## config.mk

```make
export PLATFORM = sky130hd
export DESIGN_NAME = cmd_decode_fsm
export DESIGN_NICKNAME = d
export VERILOG_FILES = /design/src/rtl/poly_cmd_pkg.sv /design/src/rtl/cmd_check.sv /design/src/rtl/cmd_decode_fsm.sv
export SDC_FILE = /design/constraint.sdc
export NUM_CORES = 1
export LEC_CHECK = 0
export CORE_MARGIN = 2
export CORE_UTILIZATION = 52
export DETAILED_ROUTE_END_ITERATION = 6
export HOLD_SLACK_MARGIN = 0.06
export PLACE_DENSITY = 0.84
export SLEW_MARGIN = 20
export SYNTH_ARGS = -nofsm -noshare
export SYNTH_HDL_FRONTEND = slang
export SYNTH_SLANG_ARGS = --single-unit
```

## constraint.sdc

```tcl
create_clock -name clk -period 5.6 [get_ports clk]
set_clock_uncertainty 0.1 [all_clocks]
set_input_delay 0.56 -clock clk [delete_from_list [all_inputs] [get_ports clk]]
set_output_delay 0.56 -clock clk [all_outputs]
set_load 0.01 [all_outputs]
```

## src/rtl/poly_cmd_pkg.sv

```systemverilog
// Shared definitions for the polynomial accelerator command path.
// Contents:
//   - opcode values understood by the command decoder
//   - the 2-bit error code enumeration
//   - the command fetch FSM state encoding
package poly_cmd_pkg;

  // Opcode values. They are sized to the opcode field at the point of use.
  localparam int unsigned OP_SET_COEF = 32'd0;
  localparam int unsigned OP_EVAL     = 32'd1;
  localparam int unsigned OP_STORE    = 32'd2;
  localparam int unsigned OP_CLEAR    = 32'd3;

  // Error code reported with every completed command.
  typedef enum logic [1:0] {
    ERR_NONE     = 2'd0,
    ERR_OPCODE   = 2'd1,
    ERR_DEGREE   = 2'd2,
    ERR_UNLOADED = 2'd3
  } err_e;

  // Command fetch FSM states.
  typedef enum logic [1:0] {
    ST_IDLE  = 2'd0,
    ST_FETCH = 2'd1,
    ST_CHECK = 2'd2,
    ST_DONE  = 2'd3
  } state_e;

endpackage

```

## src/rtl/cmd_check.sv

```systemverilog
// Combinational decode and range check of one captured command word.
// Ports:
//   word            in   captured command word {opcode, arg1, arg2}
//   set_loaded      in   current coefficient-set loaded flags
//   cur_command     in   currently held opcode
//   cur_arg1        in   currently held arg1
//   cur_arg2        in   currently held arg2
//   next_command    out  opcode to hold after this command
//   next_arg1       out  arg1 to hold after this command
//   next_arg2       out  arg2 to hold after this command
//   next_error      out  error code for this command
//   next_set_loaded out  loaded flags after this command
// On any error the held fields and loaded flags pass through unchanged.
module cmd_check
  import poly_cmd_pkg::*;
#(
  parameter int OP_W     = 8,
  parameter int A1_W     = 3,
  parameter int A2_W     = 5,
  parameter int MAX_DEG  = 10,
  localparam int CMD_W    = OP_W + A1_W + A2_W,
  localparam int NUM_SETS = 2 ** A1_W
) (
  input  logic [CMD_W-1:0]    word,
  input  logic [NUM_SETS-1:0] set_loaded,
  input  logic [OP_W-1:0]     cur_command,
  input  logic [A1_W-1:0]     cur_arg1,
  input  logic [A2_W-1:0]     cur_arg2,
  output logic [OP_W-1:0]     next_command,
  output logic [A1_W-1:0]     next_arg1,
  output logic [A2_W-1:0]     next_arg2,
  output logic [1:0]          next_error,
  output logic [NUM_SETS-1:0] next_set_loaded
);

  logic [OP_W-1:0] op_s;
  logic [A1_W-1:0] a1_s;
  logic [A2_W-1:0] a2_s;

  assign op_s = word[CMD_W-1 -: OP_W];
  assign a1_s = word[A2_W +: A1_W];
  assign a2_s = word[A2_W-1:0];

  // Decode the opcode; everything defaults to "hold" so errors leave state intact.
  always_comb begin
    next_command    = cur_command;
    next_arg1       = cur_arg1;
    next_arg2       = cur_arg2;
    next_error      = ERR_NONE;
    next_set_loaded = set_loaded;
    case (op_s)
      OP_W'(OP_SET_COEF): begin
        // Unsigned compare at the arg2 width; MAX_DEG itself is legal.
        if (a2_s > A2_W'(MAX_DEG)) begin
          next_error = ERR_DEGREE;
        end else begin
          next_command          = op_s;
          next_arg1             = a1_s;
          next_arg2             = a2_s;
          next_set_loaded[a1_s] = 1'b1;
        end
      end
      OP_W'(OP_EVAL): begin
        if (set_loaded[a1_s]) begin
          next_command = op_s;
          next_arg1    = a1_s;
          next_arg2    = {A2_W{1'b0}};
        end else begin
          next_error = ERR_UNLOADED;
        end
      end
      OP_W'(OP_STORE): begin
        next_command = op_s;
        next_arg1    = a1_s;
        next_arg2    = a2_s;
      end
      OP_W'(OP_CLEAR): begin
        next_command    = op_s;
        next_arg1       = {A1_W{1'b0}};
        next_arg2       = {A2_W{1'b0}};
        next_set_loaded = {NUM_SETS{1'b0}};
      end
      default: begin
        next_error = ERR_OPCODE;
      end
    endcase
  end

endmodule

```

## src/rtl/cmd_decode_fsm.sv

```systemverilog
// Command fetch-and-decode controller for the polynomial evaluation accelerator.
// Fetches one command word per request over valid/ready, decodes and range
// checks it, and holds the decoded fields until the next command completes.
// Ports:
//   clk           in   clock
//   reset         in   asynchronous, active-low reset
//   start_get_cmd in   request one command (sampled only in IDLE)
//   cmd_valid     in   command source has a word
//   cmd_data      in   command word {opcode, arg1, arg2}
//   cmd_ready     out  high throughout FETCH
//   done_get_cmd  out  one-cycle completion pulse (DONE state)
//   command       out  last accepted opcode
//   arg1          out  last accepted arg1
//   arg2          out  last accepted arg2
//   error         out  0 ok, 1 bad opcode, 2 degree too large, 3 set not loaded
//   set_loaded    out  bit i set when coefficient set i is loaded
module cmd_decode_fsm
  import poly_cmd_pkg::*;
#(
  parameter int OP_W     = 8,
  parameter int A1_W     = 3,
  parameter int A2_W     = 5,
  parameter int MAX_DEG  = 10,
  localparam int CMD_W    = OP_W + A1_W + A2_W,
  localparam int NUM_SETS = 2 ** A1_W
) (
  input  logic                clk,
  input  logic                reset,
  input  logic                start_get_cmd,
  input  logic                cmd_valid,
  input  logic [CMD_W-1:0]    cmd_data,
  output logic                cmd_ready,
  output logic                done_get_cmd,
  output logic [OP_W-1:0]     command,
  output logic [A1_W-1:0]     arg1,
  output logic [A2_W-1:0]     arg2,
  output logic [1:0]          error,
  output logic [NUM_SETS-1:0] set_loaded
);

  state_e                state_r;
  state_e                state_next_s;
  logic [CMD_W-1:0]      word_r;
  logic                  cmd_ready_r;
  logic                  done_r;
  logic [OP_W-1:0]       command_r;
  logic [A1_W-1:0]       arg1_r;
  logic [A2_W-1:0]       arg2_r;
  logic [1:0]            error_r;
  logic [NUM_SETS-1:0]   set_loaded_r;

  logic [OP_W-1:0]       chk_command_s;
  logic [A1_W-1:0]       chk_arg1_s;
  logic [A2_W-1:0]       chk_arg2_s;
  logic [1:0]            chk_error_s;
  logic [NUM_SETS-1:0]   chk_set_loaded_s;

  cmd_check #(
    .OP_W    (OP_W),
    .A1_W    (A1_W),
    .A2_W    (A2_W),
    .MAX_DEG (MAX_DEG)
  ) u_cmd_check (
    .word            (word_r),
    .set_loaded      (set_loaded_r),
    .cur_command     (command_r),
    .cur_arg1        (arg1_r),
    .cur_arg2        (arg2_r),
    .next_command    (chk_command_s),
    .next_arg1       (chk_arg1_s),
    .next_arg2       (chk_arg2_s),
    .next_error      (chk_error_s),
    .next_set_loaded (chk_set_loaded_s)
  );

  // Next-state logic for the fetch/check/done sequence.
  always_comb begin
    state_next_s = state_r;
    case (state_r)
      ST_IDLE: begin
        if (start_get_cmd) begin
          state_next_s = ST_FETCH;
        end else begin
          state_next_s = ST_IDLE;
        end
      end
      ST_FETCH: begin
        // No timeout: wait for the source as long as it takes.
        if (cmd_valid) begin
          state_next_s = ST_CHECK;
        end else begin
          state_next_s = ST_FETCH;
        end
      end
      ST_CHECK: state_next_s = ST_DONE;
      ST_DONE:  state_next_s = ST_IDLE;
      default:  state_next_s = ST_IDLE;
    endcase
  end

  // State register plus registered decodes of the next state, so cmd_ready
  // and done_get_cmd come straight from flops and never from cmd_valid.
  always_ff @(posedge clk or negedge reset) begin
    if (!reset) begin
      state_r     <= ST_IDLE;
      cmd_ready_r <= 1'b0;
      done_r      <= 1'b0;
    end else begin
      state_r     <= state_next_s;
      cmd_ready_r <= (state_next_s == ST_FETCH);
      done_r      <= (state_next_s == ST_DONE);
    end
  end

  // Capture the command word on the FETCH handshake.
  always_ff @(posedge clk or negedge reset) begin
    if (!reset) begin
      word_r <= {CMD_W{1'b0}};
    end else if ((state_r == ST_FETCH) && cmd_valid) begin
      word_r <= cmd_data;
    end
  end

  // Update decoded outputs only on the CHECK -> DONE edge; held otherwise.
  always_ff @(posedge clk or negedge reset) begin
    if (!reset) begin
      command_r    <= {OP_W{1'b0}};
      arg1_r       <= {A1_W{1'b0}};
      arg2_r       <= {A2_W{1'b0}};
      error_r      <= 2'd0;
      set_loaded_r <= {NUM_SETS{1'b0}};
    end else if (state_r == ST_CHECK) begin
      command_r    <= chk_command_s;
      arg1_r       <= chk_arg1_s;
      arg2_r       <= chk_arg2_s;
      error_r      <= chk_error_s;
      set_loaded_r <= chk_set_loaded_s;
    end
  end

  assign cmd_ready    = cmd_ready_r;
  assign done_get_cmd = done_r;
  assign command      = command_r;
  assign arg1         = arg1_r;
  assign arg2         = arg2_r;
  assign error        = error_r;
  assign set_loaded   = set_loaded_r;

endmodule

```

==> summary.txt <==
Flow run
  – Maxcap violations: 0

Global route
  – Total global-route track usage: 20.5%
  – Initial antenna violation count: 0
  – GRT Residual Overflow: 0
  – Largest net degree at the start of global routing: 47
  – Vias in the first global route: 1374
  – Global-route wire length before repair: 6510 microns

Setup path
  – Critical path launch point type: flop
  – Slowest CP cell: dfrtp_1
  – Buffers & Inverters on Critical Path: 0
  – Critical-path maximum fanout: 12
  – CP Capture Type: flop
  – CP Cell Sequence: nor4_4 > and3_1 > o31ai_4 > or2_4 > a22o_2
  – Worst EP required: 5680 ps
  – CP delay by family, top: simple AND/OR/NAND/NOR gates
  – Critical path arrival: 2170 ps
  – Largest stage delay on the critical path: 410 ps
  – Crit Path Class: reg2reg

Yosys
  – Top cells by area, synth: dfrtp_1 (60%), mux2_2 (9.3%), and2_2 (2.3%)
  – Count leader, synth: dfrtp_1
  – Post-Syn Instances: 147
  – #FFs+latches synth: 46
  – Synth warn: 0
  – Synth cell count leaders: dfrtp_1 (46), mux2_2 (16), nand2_1 (9)
  – Leading area contributor after synthesis: dfrtp_1
  – Synth Flop Type: dfrtp_1
  – Number of flops mapped to enable cells by yosys: 0
  – Ys async rst share: 100%
  – Synth Net Count: 167
  – Synthesized cell area: 1930 sq um
  – Sequential share of the synthesized area: 59.5%
  – Syn avg cell area: 13.2 sq um
  – Unique cell type count in the Yosys netlist: 37
  – Top cell type's share of synthesized area: 59.5%

Detailed routing
  – Routed vias/inst: 5.37
  – Final wirelength: 3860 microns
  – DRC: 0
  – Vias: 1306
  – Post-DRT Antenna Nets: 0
  – Drt pass-1 iters: 4
  – DRT iter0 DRCs: 53
  – DR WL/cell: 15.9 microns

Timing
  – Fin. max-slew vios: 0
  – Final worst path period share: 37.3%
  – Unrepaired setup endpoints after global routing: false
  – Final WS setup: 3510 ps
  – Slew margin rel.: 35.3%
  – Total Negative Setup Slacks: 0 ps
  – Fmax: 479 MHz
  – Final Setup Violations: 0
  – Slew @ Worst Pin: 970 ps
  – Tmin final: 2090 ps
  – Final Hold Vio Count: 0

Floorplan
  – Top Ports: 48
  – Starting Density: 53.6%
  – Die X: 65.0 microns
  – Row count: 22
  – Die H: 65.0 microns
  – Core area: 3610 sq um
  – Die area: 4220 sq um

Clock tree
  – Max clock buf depth: 2
  – CTS tree: built
  – Clock Root Buffer: clkbuf_8
  – TritonCTS Buffers: 5
  – Setup bufs post-CTS: 0
  – Clk_lat worst skew: 300 ps
  – Cts hold-fix bufs: 0
  – CTS-repair resized insts: 0
  – Htree depth: 2
  – Reg clk slew, reported paths: 80 ps
  – Sink Count: 46

Final layout
  – Fillcell total: 261
  – Ant. Diodes: 0
  – Layout area overhead: 29.1%
  – Non-filler cells, final: 243
  – Multi-input logic area: 709 sq um
  – Share of cells above drive strength 1: 21.0%
  – Sequential Area: 1150 sq um
  – Nets@finish: 214

Pwr
  – Max VDD drop: 271 uV
  – Leakage: 1.08 nW
  – P_sw: 0.360 mW
  – Sequential power share: 50.3%
  – Clock network power share: 18.3%
  – Comb pwr share: 31.4%
  – Internal Dissipation: 0.746 mW
  – Power Density: 443 nW/um^2
  – Switching share of power: 32.6%

Placed design
  – Port Buffers: 47
  – Placed Instances: 235
  – Post-placement worst setup slack: 3290 ps
  – Detailed placer's ending HPWL: 2860 microns
  – Final GP Congestion: 0.785

Min path
  – Worst hold path type: in2async

Status
  – Status: complete, no violations
==> through the flow <==
stage	hold slack (ps)	power, mW	utilization, %	cell area, sq um
4_1_cts	346	1.11	69.2	2500
6_report	315	1.11	69.2	2500
3_3_place_gp	380	0.883	66.7	2400
3_5_place_dp	371	0.912	66.7	2400
5_1_grt	394	1.17	69.2	2500
2_1_floorplan	164	0.764	-	1930
==> state kept, by name (all words and copies together) (netlist names) <==
name	cells
done_get_cmd	1
state_r	2
command	8
arg2	5
set_loaded	8
arg1	3
word_r	16
cmd_ready	1
error	2
==> cells by family after synthesis <==
| group | Yosys count | share of synthesized area, % |
|---|---|---|
| AOI/OAI and AO/OA | 32 | 13.5 |
| DFF | 46 | 59.5 |
| and+or+nand+nor | 37 | 11.8 |
| buffers and inverters | 12 | 3.75 |
| muxes | 20 | 11.4 |
==> layout by cell type (no fill, tap or decap), types with 2 or more instances in the layout <==
cell type        synthesis  layout
clkdlybuf4s50_1          0      46
nand2_1                  9       9
a31o_2                   3       3
o21ai_0                  5       5
inv_1                    4       4
clkbuf_8                 0       6
a22o_1                   3       3
and2_2                   6       6
o21bai_1                 2       2
dfrtp_1                 46      46
nor3_1                   2       2
a22o_2                   3       3
nand2b_1                 3       3
o21a_1                   3       3
a32o_1                   4       4
mux2i_1                  4       4
nand3_1                  2       2
nor4_4                   2       2
a21oi_1                  3       3
nor2_1                   7       7
mux2_2                  16      16
==> path summary, 6_finish.rpt <==
path | cells past startpoint | end | start | slack (ps)
setup / recovery | 5 | arg2[0]$_DFFE_PN0P_ | word_r[11]$_DFFE_PN0P_ | 3510
hold / removal | 1 | word_r[1]$_DFFE_PN0P_ | reset | 320
setup reg to reg | 5 | arg2[0]$_DFFE_PN0P_ | word_r[11]$_DFFE_PN0P_ | 3510
hold reg to reg | 2 | error[1]$_DFFE_PN0P_ | error[1]$_DFFE_PN0P_ | 390
max in group asynchronous | 1 | word_r[9]$_DFFE_PN0P_ | reset | 4480
min in group clk | 2 | error[1]$_DFFE_PN0P_ | error[1]$_DFFE_PN0P_ | 390
==> layout make-up <==
class / count / share of cell area [%]
tap: 48 / 2.41
inverter: 5 / 0.752
clock inverter: 1 / 0.201
timing repair buffer: 47 / 18.6
clock buffer: 7 / 3.46
sequential: 46 / 46.1
multi-input combinational: 89 / 28.4
==> per-layer routing <==
layer / wire length [microns] / share of wire (%) / GRT usage [%] / up-vias
li1: - / - / - / 618
met1: 1630 / 42 / 25.4 / 650
met2: 2070 / 54 / 35.7 / 38
met3: 162 / 4.2 / 5.73 / 0
met4: 0 / 0 / 4.79 / 0
met5: 0 / 0 / 0 / -
==> power groups by stage <==
stage	Sequential [mW]	Clock (mW)	Combinational (mW)
after global placement	0.551	0	0.333
after global routing	0.571	0.222	0.378
after detailed placement	0.561	0	0.351
after CTS	0.555	0.206	0.352
after floorplan	0.524	0	0.241
final	0.556	0.202	0.348
(Power assumes the default switching activity.)
